**src/rtl/x9_pkg.sv**
```systemverilog
// Shared X9 definitions: loader state encoding and default geometry.
package x9_pkg;

  localparam int unsigned D_DEFAULT        = 12;
  localparam int unsigned W_DEFAULT        = 9;
  localparam int unsigned LOADER_MAX_WORDS = 2 ** D_DEFAULT;

  typedef enum logic [2:0] {
    ST_IDLE    = 3'd0,
    ST_LOAD    = 3'd1,
    ST_RELEASE = 3'd2,
    ST_RUN     = 3'd3,
    ST_ERROR   = 3'd4
  } loader_state_t;

endpackage

```
**src/rtl/instr_loader_if.sv**
```systemverilog
// Host-to-loader instruction stream: valid/ready handshake with last-beat marker.
interface instr_loader_if #(
  parameter int unsigned W = 9
);
  logic         s_valid;
  logic         s_ready;
  logic [W-1:0] s_data;
  logic         s_last;

  modport master (output s_valid, output s_data, output s_last, input s_ready);
  modport slave  (input s_valid, input s_data, input s_last, output s_ready);
endinterface

```
**src/rtl/loader_cksum.sv**
```systemverilog
// Running XOR of written instruction words; only built with INSTR_LOADER_CHECKSUM_EN.
`ifdef INSTR_LOADER_CHECKSUM_EN
module loader_cksum #(
  parameter int unsigned W = 9
) (
  input  logic         clk,
  input  logic         reset,
  input  logic         clear,
  input  logic         en,
  input  logic [W-1:0] data,
  output logic [W-1:0] acc
);

  always_ff @(posedge clk or negedge reset) begin
    if (!reset) begin
      acc <= '0;
    end else if (clear) begin
      acc <= '0;
    end else if (en) begin
      acc <= acc ^ data;
    end
  end

endmodule
`endif

```
**src/rtl/instr_loader.sv**
```systemverilog
// Boot-time instruction loader for the X9 core: streams host words into the
// instruction ROM, holds the core in reset meanwhile. Option: INSTR_LOADER_CHECKSUM_EN.
module instr_loader
  import x9_pkg::*;
#(
  parameter int unsigned D = D_DEFAULT,
  parameter int unsigned W = W_DEFAULT
) (
  input  logic           clk,
  input  logic           reset,
  input  logic           start,
  instr_loader_if.slave  s,
  output logic           im_wr_en,
  output logic [D-1:0]   im_wr_addr,
  output logic [W-1:0]   im_wr_data,
  output logic           core_reset,
  input  logic           core_done,
  output logic           busy,
  output logic [D:0]     loaded_len,
  output logic           run_done,
  output logic           err
);

  localparam logic [D:0] MAX_CNT = {1'b1, {D{1'b0}}};

  loader_state_t state, state_nx;
  logic [D:0]    count;
  logic          accept;
  logic          overflow;
  logic          wr;
  logic          ck_ok;
  logic          load_start;

  assign accept     = s.s_valid && s.s_ready;
  assign overflow   = accept && (count == MAX_CNT);
  assign load_start = start && ((state == ST_IDLE) || (state == ST_ERROR));

`ifdef INSTR_LOADER_CHECKSUM_EN
  logic [W-1:0] cksum;

  // The last beat carries the checksum, so it is compared rather than written.
  assign wr    = accept && !overflow && !s.s_last;
  assign ck_ok = (cksum == s.s_data);

  loader_cksum #(.W(W)) u_cksum (
    .clk   (clk),
    .reset (reset),
    .clear (load_start),
    .en    (wr),
    .data  (s.s_data),
    .acc   (cksum)
  );
`else
  assign wr    = accept && !overflow;
  assign ck_ok = 1'b1;
`endif

  always_comb begin
    state_nx = state;
    case (state)
      ST_IDLE:    if (start) state_nx = ST_LOAD;
      ST_LOAD: begin
        if (overflow)                    state_nx = ST_ERROR;
        else if (accept && s.s_last)     state_nx = ck_ok ? ST_RELEASE : ST_ERROR;
      end
      ST_RELEASE: state_nx = ST_RUN;
      ST_RUN:     if (core_done) state_nx = ST_IDLE;
      ST_ERROR:   if (start) state_nx = ST_LOAD;
      default:    state_nx = ST_IDLE;
    endcase
  end

  // Status outputs are decoded from the next state so they are registered yet
  // change on the same edge as the state itself.
  always_ff @(posedge clk or negedge reset) begin
    if (!reset) begin
      state      <= ST_IDLE;
      s.s_ready  <= 1'b0;
      core_reset <= 1'b1;
      busy       <= 1'b0;
      run_done   <= 1'b0;
    end else begin
      state      <= state_nx;
      s.s_ready  <= (state_nx == ST_LOAD);
      core_reset <= (state_nx != ST_RUN);
      busy       <= (state_nx != ST_IDLE);
      run_done   <= (state == ST_RUN) && core_done;
    end
  end

  always_ff @(posedge clk or negedge reset) begin
    if (!reset) begin
      im_wr_en   <= 1'b0;
      im_wr_addr <= '0;
      im_wr_data <= '0;
      count      <= '0;
    end else begin
      im_wr_en <= wr;
      if (wr) begin
        im_wr_addr <= count[D-1:0];
        im_wr_data <= s.s_data;
      end
      if (load_start)  count <= '0;
      else if (wr)     count <= count + 1'b1;
    end
  end

  always_ff @(posedge clk or negedge reset) begin
    if (!reset) begin
      err        <= 1'b0;
      loaded_len <= '0;
    end else begin
      if (load_start)
        err <= 1'b0;
      else if ((state == ST_LOAD) && (state_nx == ST_ERROR))
        err <= 1'b1;

      if ((state == ST_IDLE) && start)
        loaded_len <= '0;
      else if ((state == ST_LOAD) && (state_nx == ST_RELEASE))
        loaded_len <= wr ? count + 1'b1 : count;
    end
  end

endmodule

```
**src/flat_wrapper.sv**
```systemverilog
// flat-port wrapper written by rule: the top's interface ports become plain ports
module instr_loader_flat import x9_pkg::*;
#(
  parameter int unsigned D = D_DEFAULT,
  parameter int unsigned W = W_DEFAULT
)
  (clk, reset, start, im_wr_en, im_wr_addr, im_wr_data, core_reset, core_done, busy, loaded_len, run_done, err, s_s_valid, s_s_data, s_s_last, s_s_ready);
  instr_loader_if #(.W(W)) s_i ();
  input  logic clk;
  input  logic reset;
  input  logic start;
  output logic im_wr_en;
  output logic [D-1:0] im_wr_addr;
  output logic [W-1:0] im_wr_data;
  output logic core_reset;
  input  logic core_done;
  output logic busy;
  output logic [D:0] loaded_len;
  output logic run_done;
  output logic err;
  input wire logic [$bits(s_i.s_valid)-1:0] s_s_valid;
  input wire logic [$bits(s_i.s_data)-1:0] s_s_data;
  input wire logic [$bits(s_i.s_last)-1:0] s_s_last;
  output wire logic [$bits(s_i.s_ready)-1:0] s_s_ready;
  assign s_i.s_valid = s_s_valid;
  assign s_i.s_data = s_s_data;
  assign s_i.s_last = s_s_last;
  assign s_s_ready = s_i.s_ready;
  instr_loader #(.D(D), .W(W)) u_core (.clk(clk), .reset(reset), .start(start), .s(s_i), .im_wr_en(im_wr_en), .im_wr_addr(im_wr_addr), .im_wr_data(im_wr_data), .core_reset(core_reset), .core_done(core_done), .busy(busy), .loaded_len(loaded_len), .run_done(run_done), .err(err));
endmodule
```
**config.mk**
```make
export PLATFORM = sky130hd
export DESIGN_NAME = instr_loader_flat
export DESIGN_NICKNAME = d
export VERILOG_FILES = /design/src/rtl/x9_pkg.sv /design/src/rtl/instr_loader_if.sv /design/src/rtl/loader_cksum.sv /design/src/rtl/instr_loader.sv /design/src/flat_wrapper.sv
export SDC_FILE = /design/constraint.sdc
export NUM_CORES = 1
export LEC_CHECK = 0
export BUFFER_PORTS_ARGS = -buffer_cell sky130_fd_sc_hd__buf_4
export CORE_MARGIN = 3
export CORE_UTILIZATION = 40
export CTS_BUF_LIST = sky130_fd_sc_hd__clkbuf_16
export DETAILED_ROUTE_END_ITERATION = 16
export HOLD_SLACK_MARGIN = 0.08
export PLACE_DENSITY = 0.58
export SLEW_MARGIN = 20
export SYNTH_ARGS = -nofsm -noshare
export SYNTH_HDL_FRONTEND = slang
export SYNTH_SLANG_ARGS = --single-unit
```
**constraint.sdc**
```tcl
create_clock -name clk -period 2.3 [get_ports clk]
set_input_delay 0 -clock clk [delete_from_list [all_inputs] [get_ports clk]]
set_output_delay 0 -clock clk [all_outputs]
set_load 0.1 [all_outputs]
```
==> metrics.csv, run 1 <==
stage,metric,value,unit
drt,wire_per_inst,14.4,um
finish,num_antenna_cells,0,
timing,rsz0062_at_grt,no,
cts,cts_tree,built,
power,p_leak,1.52,nW
run,cap_violations,0,
floorplanning,dieHeight,84.9,um
cts,cts_buffer_depth,2,
timing,setup_violations,0,
yosys,synth_xor_area_share,3.87,%
yosys,synthesis.nets,221,
critical_path,start_kind,register,
cts,htree_levels,2,
drt,drt_iter0_drc,70,
floorplanning,die_w,84.9,um
yosys,ys_top_cells_by_count,"55 x dfrtp_1, 20 x nand2_1, 18 x mux2_2, 18 x nor2_1, 15 x mux2i_1",
yosys,synth_area_leader_cell,dfrtp_1,
floorplanning,fp.coreArea,0.00599,mm^2
critical_path,crit_path_end_kind,register,
critical_path,critPathBufInv,1,
yosys,synth_compound_area_share,4.27,%
yosys,yosys-mux-area-fraction,14.6,%
hold_path,hold_class,primary input to register,
yosys,synth_most_common_cell,dfrtp_1,
yosys,synth_cell_type_count,37,
placement,routabilityCongestion,0.760,
grt,grt_max_degree,57,
grt,overflow,0,
timing,final.setup.tns,0,ps
yosys,synthAdderAreaFrac,1.00,%
timing,tightest_slew,831,ps
timing,slew_headroom,44.6,%
critical_path,slowest_delay,710,ps
timing,slew_violations,0,
grt,grt_pass1_vias,1779,
drt,num_vias,1714,
grt,grt.total_usage,15.2,%
yosys,ys_seq_elements,56,
power,p_per_area,1280,mW/mm^2
drt,drt_first_pass_iters,4,
critical_path,critPathKind,register to register,
yosys,ys_async_sr_fraction,100,%
cts,cts_buffers,5,
yosys,synth_edf_count,0,
critical_path,cp_top_family,simple AND/OR/NAND/NOR gates,
drt,ant_nets,0,
timing,fin_crit_sh,89.2,%
finish,drive_gt1_share,34.1,%
cts,clock_latency,280,ps
critical_path,cpMaxStageDelayCell,and3_1,
yosys,yosys-top-cells-area,"dfrtp_1 55%, mux2_2 8.1%, mux2i_1 6.0%",
critical_path,crit_required,2500,ps
run_status,outcome,"finished, final reports clean",
yosys,synth_flop_cell,dfrtp_1,
critical_path,crit_arrival,2250,ps
critical_path,cp_cell_sequence,inv_1 -> ha_1 -> nor4b_4 -> nand3_2 -> and3_1 -> mux2i_1,
finish,area_growth,29.9,%
placement,dp_hpwl,3530,um
floorplanning,dieArea,0.00721,mm^2
yosys,yosys_warnings,0,
floorplanning,ios,55,
timing,skew,5.46,ps
finish,final-instance-count-excl-fill,351,
grt,antenna_found_initial,0,
yosys,synth_top_area_share,55.2,%
yosys,netlist_instances,204,
yosys,ys_seq_area_share,56.3,%
timing,max_freq,0.487,GHz
floorplanning,rows,28,
finish,n_fill_cell,519,
critical_path,critPathMaxFanout,14,
cts,cts.clk_slew.worst_paths,70,ps
placement,port_buffers,54,
placement,dpl.cell_count,330,
drt,drc,0,
floorplanning,initial_core_util,41.6,%
yosys,synth-simple-area-share,16.0,%
timing,fin_crit,2050,ps
yosys,syn_avg_cell_area,12.2,um^2
yosys,synth_top_family_by_area,simple AND/OR/NAND/NOR gates,
drt,wirelength,5060,um
finish,finalNetCount,292,
drt,viasPerCell,4.88,
cts,cts_sinks,56,
cts,root_buffer,clkbuf_16,
yosys,synth.cell_area,0.00249,mm^2
power,ir_drop,861,uV
timing,hold_viol,0,
cts,post_cts_resized,0,
grt,grt_pass1_wl,8820,um
-- area by class of cell --
cell class	instances	area, um^2	share of cell area (%)
clock inverters	3	13.8	0.425
clock buffers	5	125	3.87
inverters	8	30.0	0.928
repair buffers	73	581	17.9
multi-input cells	131	990	30.6
well taps	75	93.8	2.90
flip-flops and latches	56	1400	43.3
-- timing repair --
action | CTS | global route
hold buffers | 13 | 0
buffers inserted | 0 | 0
setup endpoints to repair | 0 | 0
endpoints found under the hold margin | 69 | 0
-- cells by family after synthesis --
family	after synthesis
AOI/OAI and AO/OA	14
adders and majority gates	2
muxes	34
DFF	56
and+or+nand+nor	70
xor gates and xnor gates	11
buffers and inverters	17
-- state kept, by name, summed over array words and instances (netlist names) --
register / cells
u_core.im_wr_en: 1
u_core.core_reset: 1
u_core.busy: 1
u_core.loaded_len: 13
u_core.state: 3
u_core.im_wr_addr: 12
u_core.s.s_ready: 1
u_core.run_done: 1
u_core.im_wr_data: 9
u_core.err: 1
u_core.count: 13
-- power by group --
group	leakage (nW)	internal (mW)	switching, mW
combinational	0.705	0.539	1.55
clock	0.0710	0.396	0.325
sequential	0.741	1.18	0.154
total	1.52	2.12	2.03
-- worst reg2reg max path: stages (launching register included) --
cell and delay [ps]:
dfrtp_1 470, inv_1 70, ha_1 200, nor4b_4 150, nand3_2 90, and3_1 710, mux2i_1 280
-- path summary, 6_finish.rpt --
check                                                  from                                end  slack (ps)  cells past startpoint
max reg2reg                       u_core.count[0]$_DFF_PN0_   u_core.loaded_len[9]$_DFFE_PN0P_         250                      6
min reg2reg                u_core.im_wr_data[4]$_DFFE_PN0P_   u_core.im_wr_data[4]$_DFFE_PN0P_         500                      1
min in group asynchronous                             reset   u_core.im_wr_data[1]$_DFFE_PN0P_         290                      2
max                               u_core.count[0]$_DFF_PN0_   u_core.loaded_len[9]$_DFFE_PN0P_         250                      6
min                                               s_s_valid   u_core.im_wr_addr[6]$_DFFE_PN0P_         170                      3
max in group asynchronous                             reset  u_core.loaded_len[10]$_DFFE_PN0P_        1520                      2
-- per-stage QoR --
step	util (%)	worst slack (ps)	hold WS (ps)	total power, mW	area (um^2)
6_report	54.0	248	166	4.15	3240
5_1_grt	54.0	89.1	202	4.35	3240
4_1_cts	54.0	230	163	4.19	3240
3_5_place_dp	49.5	250	104	3.44	2970
3_3_place_gp	49.5	318	103	3.43	2970
2_1_floorplan	-	93.2	-296	2.98	2490
-- routing by layer --
metal	share of wire (%)	track usage (%)
met5	0	0
met4	0.71	4.75
met3	4.3	2.43
met2	47	23.6
met1	48	21.9
-- placed cells by master, fill, tap and decap left out --
master	count
a21oi_1	5
a221o_1	1
a221oi_1	1
a311oi_1	1
a31o_2	1
a31oi_4	1
a32oi_1	1
and2_0	1
and2_1	1
and3_1	4
buf_4	60
clkbuf_16	5
clkinv_1	1
clkinv_2	2
dfrtp_1	55
dfstp_2	1
dlygate4sd3_1	13
ha_1	2
inv_1	8
mux2_1	1
mux2_2	18
mux2i_1	15
nand2_1	20
nand2b_1	2
nand3_1	4
nand3_2	1
nand4_1	4
nor2_1	18
nor2b_1	2
nor3_1	5
nor3b_2	2
nor4_1	3
nor4_4	1
nor4b_4	2
o21ai_0	3
xnor2_1	10
xor2_1	1
(Power assumes the default switching activity.)
==> inputs of run 2 (changes only) <==
Settings changed: ABC_AREA set to 1, PLACE_DENSITY 0.58 to 0.57.
==> run 2 against run 1 <==
Non-clock buffer count down 2. Wire length grew 23%. Fmax up 9.9%. Setup slack better by 190 ps. Critical path type unchanged.
==> metrics.csv, run 2 <==
stage,metric,value,unit
finish,top_regs,"u_core.count: 13 flops, u_core.loaded_len: 13 flops, u_core.im_wr_addr: 12 flops",
yosys,yosys-top-cells-area,"dfrtp_1 51%, nand2_1 17%, nand3_1 5.8%",
floorplanning,initial_core_util,41.7,%
cts,root_buffer,clkbuf_16,
timing,tightest_slew,696,ps
timing,fin_crit,1870,ps
cts,cts_buffer_depth,2,
timing,max_freq,0.536,GHz
grt,grt.total_usage,17.5,%
finish,final_cell_area,0.00341,mm^2
yosys,netlist_instances,327,
yosys,ys_seq_area_share,52.4,%
hold_path,hold_class,primary input to register,
grt,antenna_found_initial,0,
floorplanning,fp.coreArea,0.00642,mm^2
timing,rsz0062_at_grt,no,
cts,clock_latency,290,ps
yosys,synth_edf_count,0,
floorplanning,dieArea,0.00771,mm^2
critical_path,crit_required,2490,ps
finish,final_common_cell,nand2_1,
timing,slew_headroom,53.6,%
yosys,synthesis.nets,344,
grt,grt_max_degree,57,
critical_path,crit_path_end_kind,register,
critical_path,crit_arrival,2050,ps
placement,dp_hpwl,4380,um
yosys,yosys_warnings,0,
cts,cts.clk_slew.worst_paths,70,ps
drt,drc,0,
finish,multi_input_area,0.00109,mm^2
grt,overflow,0,
drt,wire_per_inst,13.1,um
finish,area_growth,27.1,%
floorplanning,rows,29,
timing,setup_violations,0,
finish,seqCellArea,0.00140,mm^2
grt,grt_pass1_vias,2189,
cts,htree_levels,2,
placement,port_buffers,54,
drt,num_vias,2276,
cts,cts_tree,built,
finish,num_antenna_cells,0,
yosys,ys_top_cells_by_count,"122 x nand2_1, 55 x dfrtp_1, 31 x nand3_1",
yosys,synth_top_area_share,51.4,%
timing,hold_slack,282,ps
floorplanning,dieHeight,87.8,um
critical_path,critPathMaxFanout,45,
yosys,ys_async_sr_fraction,100,%
drt,drt_first_pass_iters,4,
finish,n_fill_cell,632,
yosys,synth.cell_area,0.00268,mm^2
finish,finalNetCount,412,
critical_path,start_kind,register,
critical_path,critPathKind,register to register,
drt,viasPerCell,4.81,
cts,cts_buffers,5,
yosys,synth_cell_type_count,30,
timing,final.setup.tns,0,ps
timing,hold_viol,0,
grt,grt_pass1_wl,10500,um
yosys,syn_avg_cell_area,8.19,um^2
placement,routabilityCongestion,0.885,
finish,drive_gt1_share,22.7,%
floorplanning,ios,55,
floorplanning,die_w,87.8,um
timing,fin_crit_sh,81.2,%
drt,ant_nets,0,
run_status,outcome,"finished, final reports clean",
yosys,synth_area_leader_cell,dfrtp_1,
yosys,ys_seq_elements,56,
yosys,synth_flop_cell,dfrtp_1,
run,cap_violations,0,
yosys,synth_most_common_cell,nand2_1,
timing,slew_violations,0,
cts,cts_sinks,56,
timing,skew,7.40,ps
placement,dpl_cell_area,0.00313,mm^2
drt,drt_iter0_drc,153,
drt,wirelength,6210,um
finish,mostFrequentLayoutCells,"122 x nand2_1, 58 x buf_4, 55 x dfrtp_1",
-- run 2: cell types whose count changed in the layout (fill, tap and decap cells not counted), moves of 15 or more --
cell     previous run  this run
mux2i_1            15         0
mux2_2             18         0
nand2_1            20       122
inv_1               8        23
nand3_1             4        31
-- run 2: path summary, 6_finish.rpt --
check / start / endpoint / slack, ps / cells after the start
worst max-delay path: u_core.count[0]$_DFF_PN0_ / u_core.loaded_len[12]$_DFFE_PN0P_ / 430 / 9
worst min-delay path: s_s_valid / u_core.s.s_ready$_DFF_PN0_ / 280 / 6
worst max register to register: u_core.count[0]$_DFF_PN0_ / u_core.loaded_len[12]$_DFFE_PN0P_ / 430 / 9
worst min register to register: u_core.im_wr_data[3]$_DFFE_PN0P_ / u_core.im_wr_data[3]$_DFFE_PN0P_ / 490 / 2
max in group asynchronous: reset / u_core.count[0]$_DFF_PN0_ / 1540 / 2
min in group asynchronous: reset / u_core.im_wr_addr[9]$_DFFE_PN0P_ / 300 / 2
-- run 2: critical path, stage by stage (launching register included) --
cell and delay, ps:
dfrtp_1 440, inv_1 140, ha_1 210, nand2_2 80, nor2_4 140, nand2_2 70
nand2_4 370, nand2_1 130, nand3_1 110, nand2_1 50
-- run 2: stage by stage --
step / setup WS (ps) / cells / util (%)
3_5_place_dp: 426 / 452 / 48.7
3_3_place_gp: 495 / 452 / 48.7
4_1_cts: 412 / 473 / 53.0
5_1_grt: 208 / 473 / 53.0
2_1_floorplan: 314 / 327 / -
6_report: 433 / 473 / 53.0
-- run 2: repair_timing --
item                      in CTS  in global routing
resized for setup              0                  0
buffers inserted               0                  0
hold endpoints to repair      69                  0
hold buffers                  13                  0
-- run 2: layout make-up --
class                      count  area share, %
clock buffer                   5           3.67
inverter                      26           2.87
timing repair buffer          71           16.6
sequential                    56           41.2
tap                           77           2.83
multi-input combinational    235           32.1
clock inverter                 3          0.698
-- run 2: cell families after synthesis --
kind of cell,after synthesis,synth area share (%)
simple gates,208,33.7
buf+inv,36,6.77
fa+ha+maj,2,0.934
flops,56,52.4
xor+xnor,7,2.29
compound gates,18,3.97
-- run 2: routing by layer --
layer | GRT usage, % | vias up | wire length (um)
met1 | 24.1 | 1056 | 2900
li1 | - | 1160 | -
met3 | 3.29 | 4 | 330
met2 | 28.3 | 56 | 2920
met4 | 4.88 | 0 | 46
met5 | 0 | - | 0
Power of run 2 is not shown: default switching activity piles up to over one toggle a cycle in this logic, so the estimate is an artifact.
==> inputs of run 3 (changes only) <==
Clock period 2.3 ns to 1.75 ns, I/O delays scaled along.
==> run 3 against run 2 <==
Critical path depth up 1. Setup slack worse by 250 ps. Final cell count is 0.85% higher. Sequential share of layout area down 0.88 points. Cell area rose by 2.3%. Die area did not move. Register-to-register slack got worse by 250 ps. Clock skew fell by 3.0 ps. Hold slack worse by 52 ps. Sequential cell count unchanged.
==> metrics.csv, run 3 (same netlist as run 2, synthesis figures left out) <==
stage,metric,value,unit
run_status,outcome,"finished, final reports clean",
timing,final.setup.tns,0,ps
grt,antenna_found_initial,0,
drt,wl_met3,321,um
hold_path,hold_class,primary input to register,
drt,dr.max_layer_used,met4,
timing,skew,4.37,ps
critical_path,critPathMaxFanout,8,
grt,grt_max_degree,57,
floorplanning,die_w,87.8,um
drt,wl_met2,3040,um
timing,rsz0062_at_grt,no,
grt,overflow,0,
grt,grt_pass1_wl,10700,um
cts,cts_sinks,56,
finish,final_common_cell,nand2_1,
finish,drive_gt1_share,23.3,%
floorplanning,fp.coreArea,0.00642,mm^2
finish,multi_input_area,0.00109,mm^2
finish,top_regs,"u_core.count: 13 flops, u_core.loaded_len: 13 flops, u_core.im_wr_addr: 12 flops",
drt,viasPerCell,4.83,
cts,cts_buffer_depth,2,
floorplanning,ios,55,
finish,finalNetCount,416,
critical_path,crit_required,1930,ps
finish,num_antenna_cells,0,
timing,fin_crit,1570,ps
critical_path,crit_arrival,1750,ps
finish,n_fill_cell,621,
floorplanning,initial_core_util,41.7,%
timing,setup_violations,0,
cts,clock_latency,290,ps
timing,hold_viol,0,
placement,port_buffers,54,
drt,drt_first_pass_iters,5,
finish,seqCellArea,0.00140,mm^2
cts,root_buffer,clkbuf_16,
run,cap_violations,0,
timing,fin_crit_sh,89.6,%
cts,cts_buffers,5,
cts,post_cts_buffers,0,
grt,grt_pass1_vias,2320,
drt,drc,0,
drt,ant_nets,0,
cts,cts_tree,built,
critical_path,start_kind,register,
drt,wire_per_inst,13.3,um
finish,final_core_util,54.2,%
finish,mostFrequentLayoutCells,"122 x nand2_1, 58 x buf_4, 54 x dfrtp_1",
critical_path,crit_path_end_kind,register,
timing,slew_headroom,53.4,%
drt,drt_iter0_drc,117,
timing,tightest_slew,699,ps
drt,num_vias,2305,
drt,wl_met1,2860,um
floorplanning,rows,29,
timing,max_freq,0.638,GHz
floorplanning,dieArea,0.00771,mm^2
grt,grt.total_usage,18.0,%
placement,routabilityCongestion,0.862,
finish,area_growth,30.0,%
drt,wirelength,6350,um
cts,htree_levels,2,
cts,cts.clk_slew.worst_paths,70,ps
placement,dp_hpwl,4470,um
critical_path,critPathKind,register to register,
timing,slew_violations,0,
floorplanning,dieHeight,87.8,um
run 3: changes by cell type in the layout (fill, tap and decap cells not counted):
cell,delta
clkinv_1,+2
clkinvlp_4,-2
clkinv_4,-1
buf_12,+2
dfrtp_1,-1
bufinv_16,+1
dfrtp_2,+1
buf_6,+2
run 3: through the flow:
stage | hold WS (ps) | instance area [um^2] | setup slack [ps] | std cells
2_1_floorplan | -296 | 2680 | 81.4 | 327
3_3_place_gp | 103 | 3180 | 197 | 456
3_5_place_dp | 105 | 3180 | 154 | 456
4_1_cts | 223 | 3480 | 149 | 477
5_1_grt | 240 | 3480 | 25.2 | 477
6_report | 230 | 3480 | 181 | 477
run 3: final timing paths:
| kind | start | end | slack [ps] | cells after the start |
|---|---|---|---|---|
| worst min-delay path | s_s_valid | u_core.im_wr_en$_DFF_PN0_ | 230 | 4 |
| worst min register to register | u_core.im_wr_data[0]$_DFFE_PN0P_ | u_core.im_wr_data[0]$_DFFE_PN0P_ | 480 | 2 |
| worst max-delay path | u_core.count[1]$_DFF_PN0_ | u_core.loaded_len[3]$_DFFE_PN0P_ | 180 | 10 |
| max in group asynchronous | reset | u_core.s.s_ready$_DFF_PN0_ | 950 | 2 |
| worst max register to register | u_core.count[1]$_DFF_PN0_ | u_core.loaded_len[3]$_DFFE_PN0P_ | 180 | 10 |
| min in group asynchronous | reset | u_core.im_wr_addr[7]$_DFFE_PN0P_ | 310 | 2 |
run 3: timing repair:
action,CTS,global route
hold buffers,13,0
endpoints found under the hold margin,69,0
setup endpoints to repair,0,2
gates resized for setup,0,2
run 3: area by class of cell:
class / instances / share of cell area, %
clock buffers: 5 / 3.59
flip-flops and latches: 56 / 40.3
inverters: 26 / 2.80
multi-input cells: 235 / 31.4
repair buffers: 75 / 18.0
clock inverters: 3 / 1.08
well taps: 77 / 2.77
run 3: worst max-delay path, stage by stage, from the launching register on:
cell and delay, ps:
dfrtp_1 400, inv_1 110, ha_1 190, nand2_2 70
nor2_4 140, nand2_2 80, nand2_4 100, buf_12 140
nand2_2 50, nand3_1 120, nand2_1 60
run 3: routing by layer:
metal / GRT usage (%) / vias to the layer above
met1: 22.8 / 1064
li1: - / 1167
met2: 29.6 / 62
met4: 7.39 / 0
met3: 3.95 / 12
met5: 0 / -
Power of run 3 is left out for the same reason.
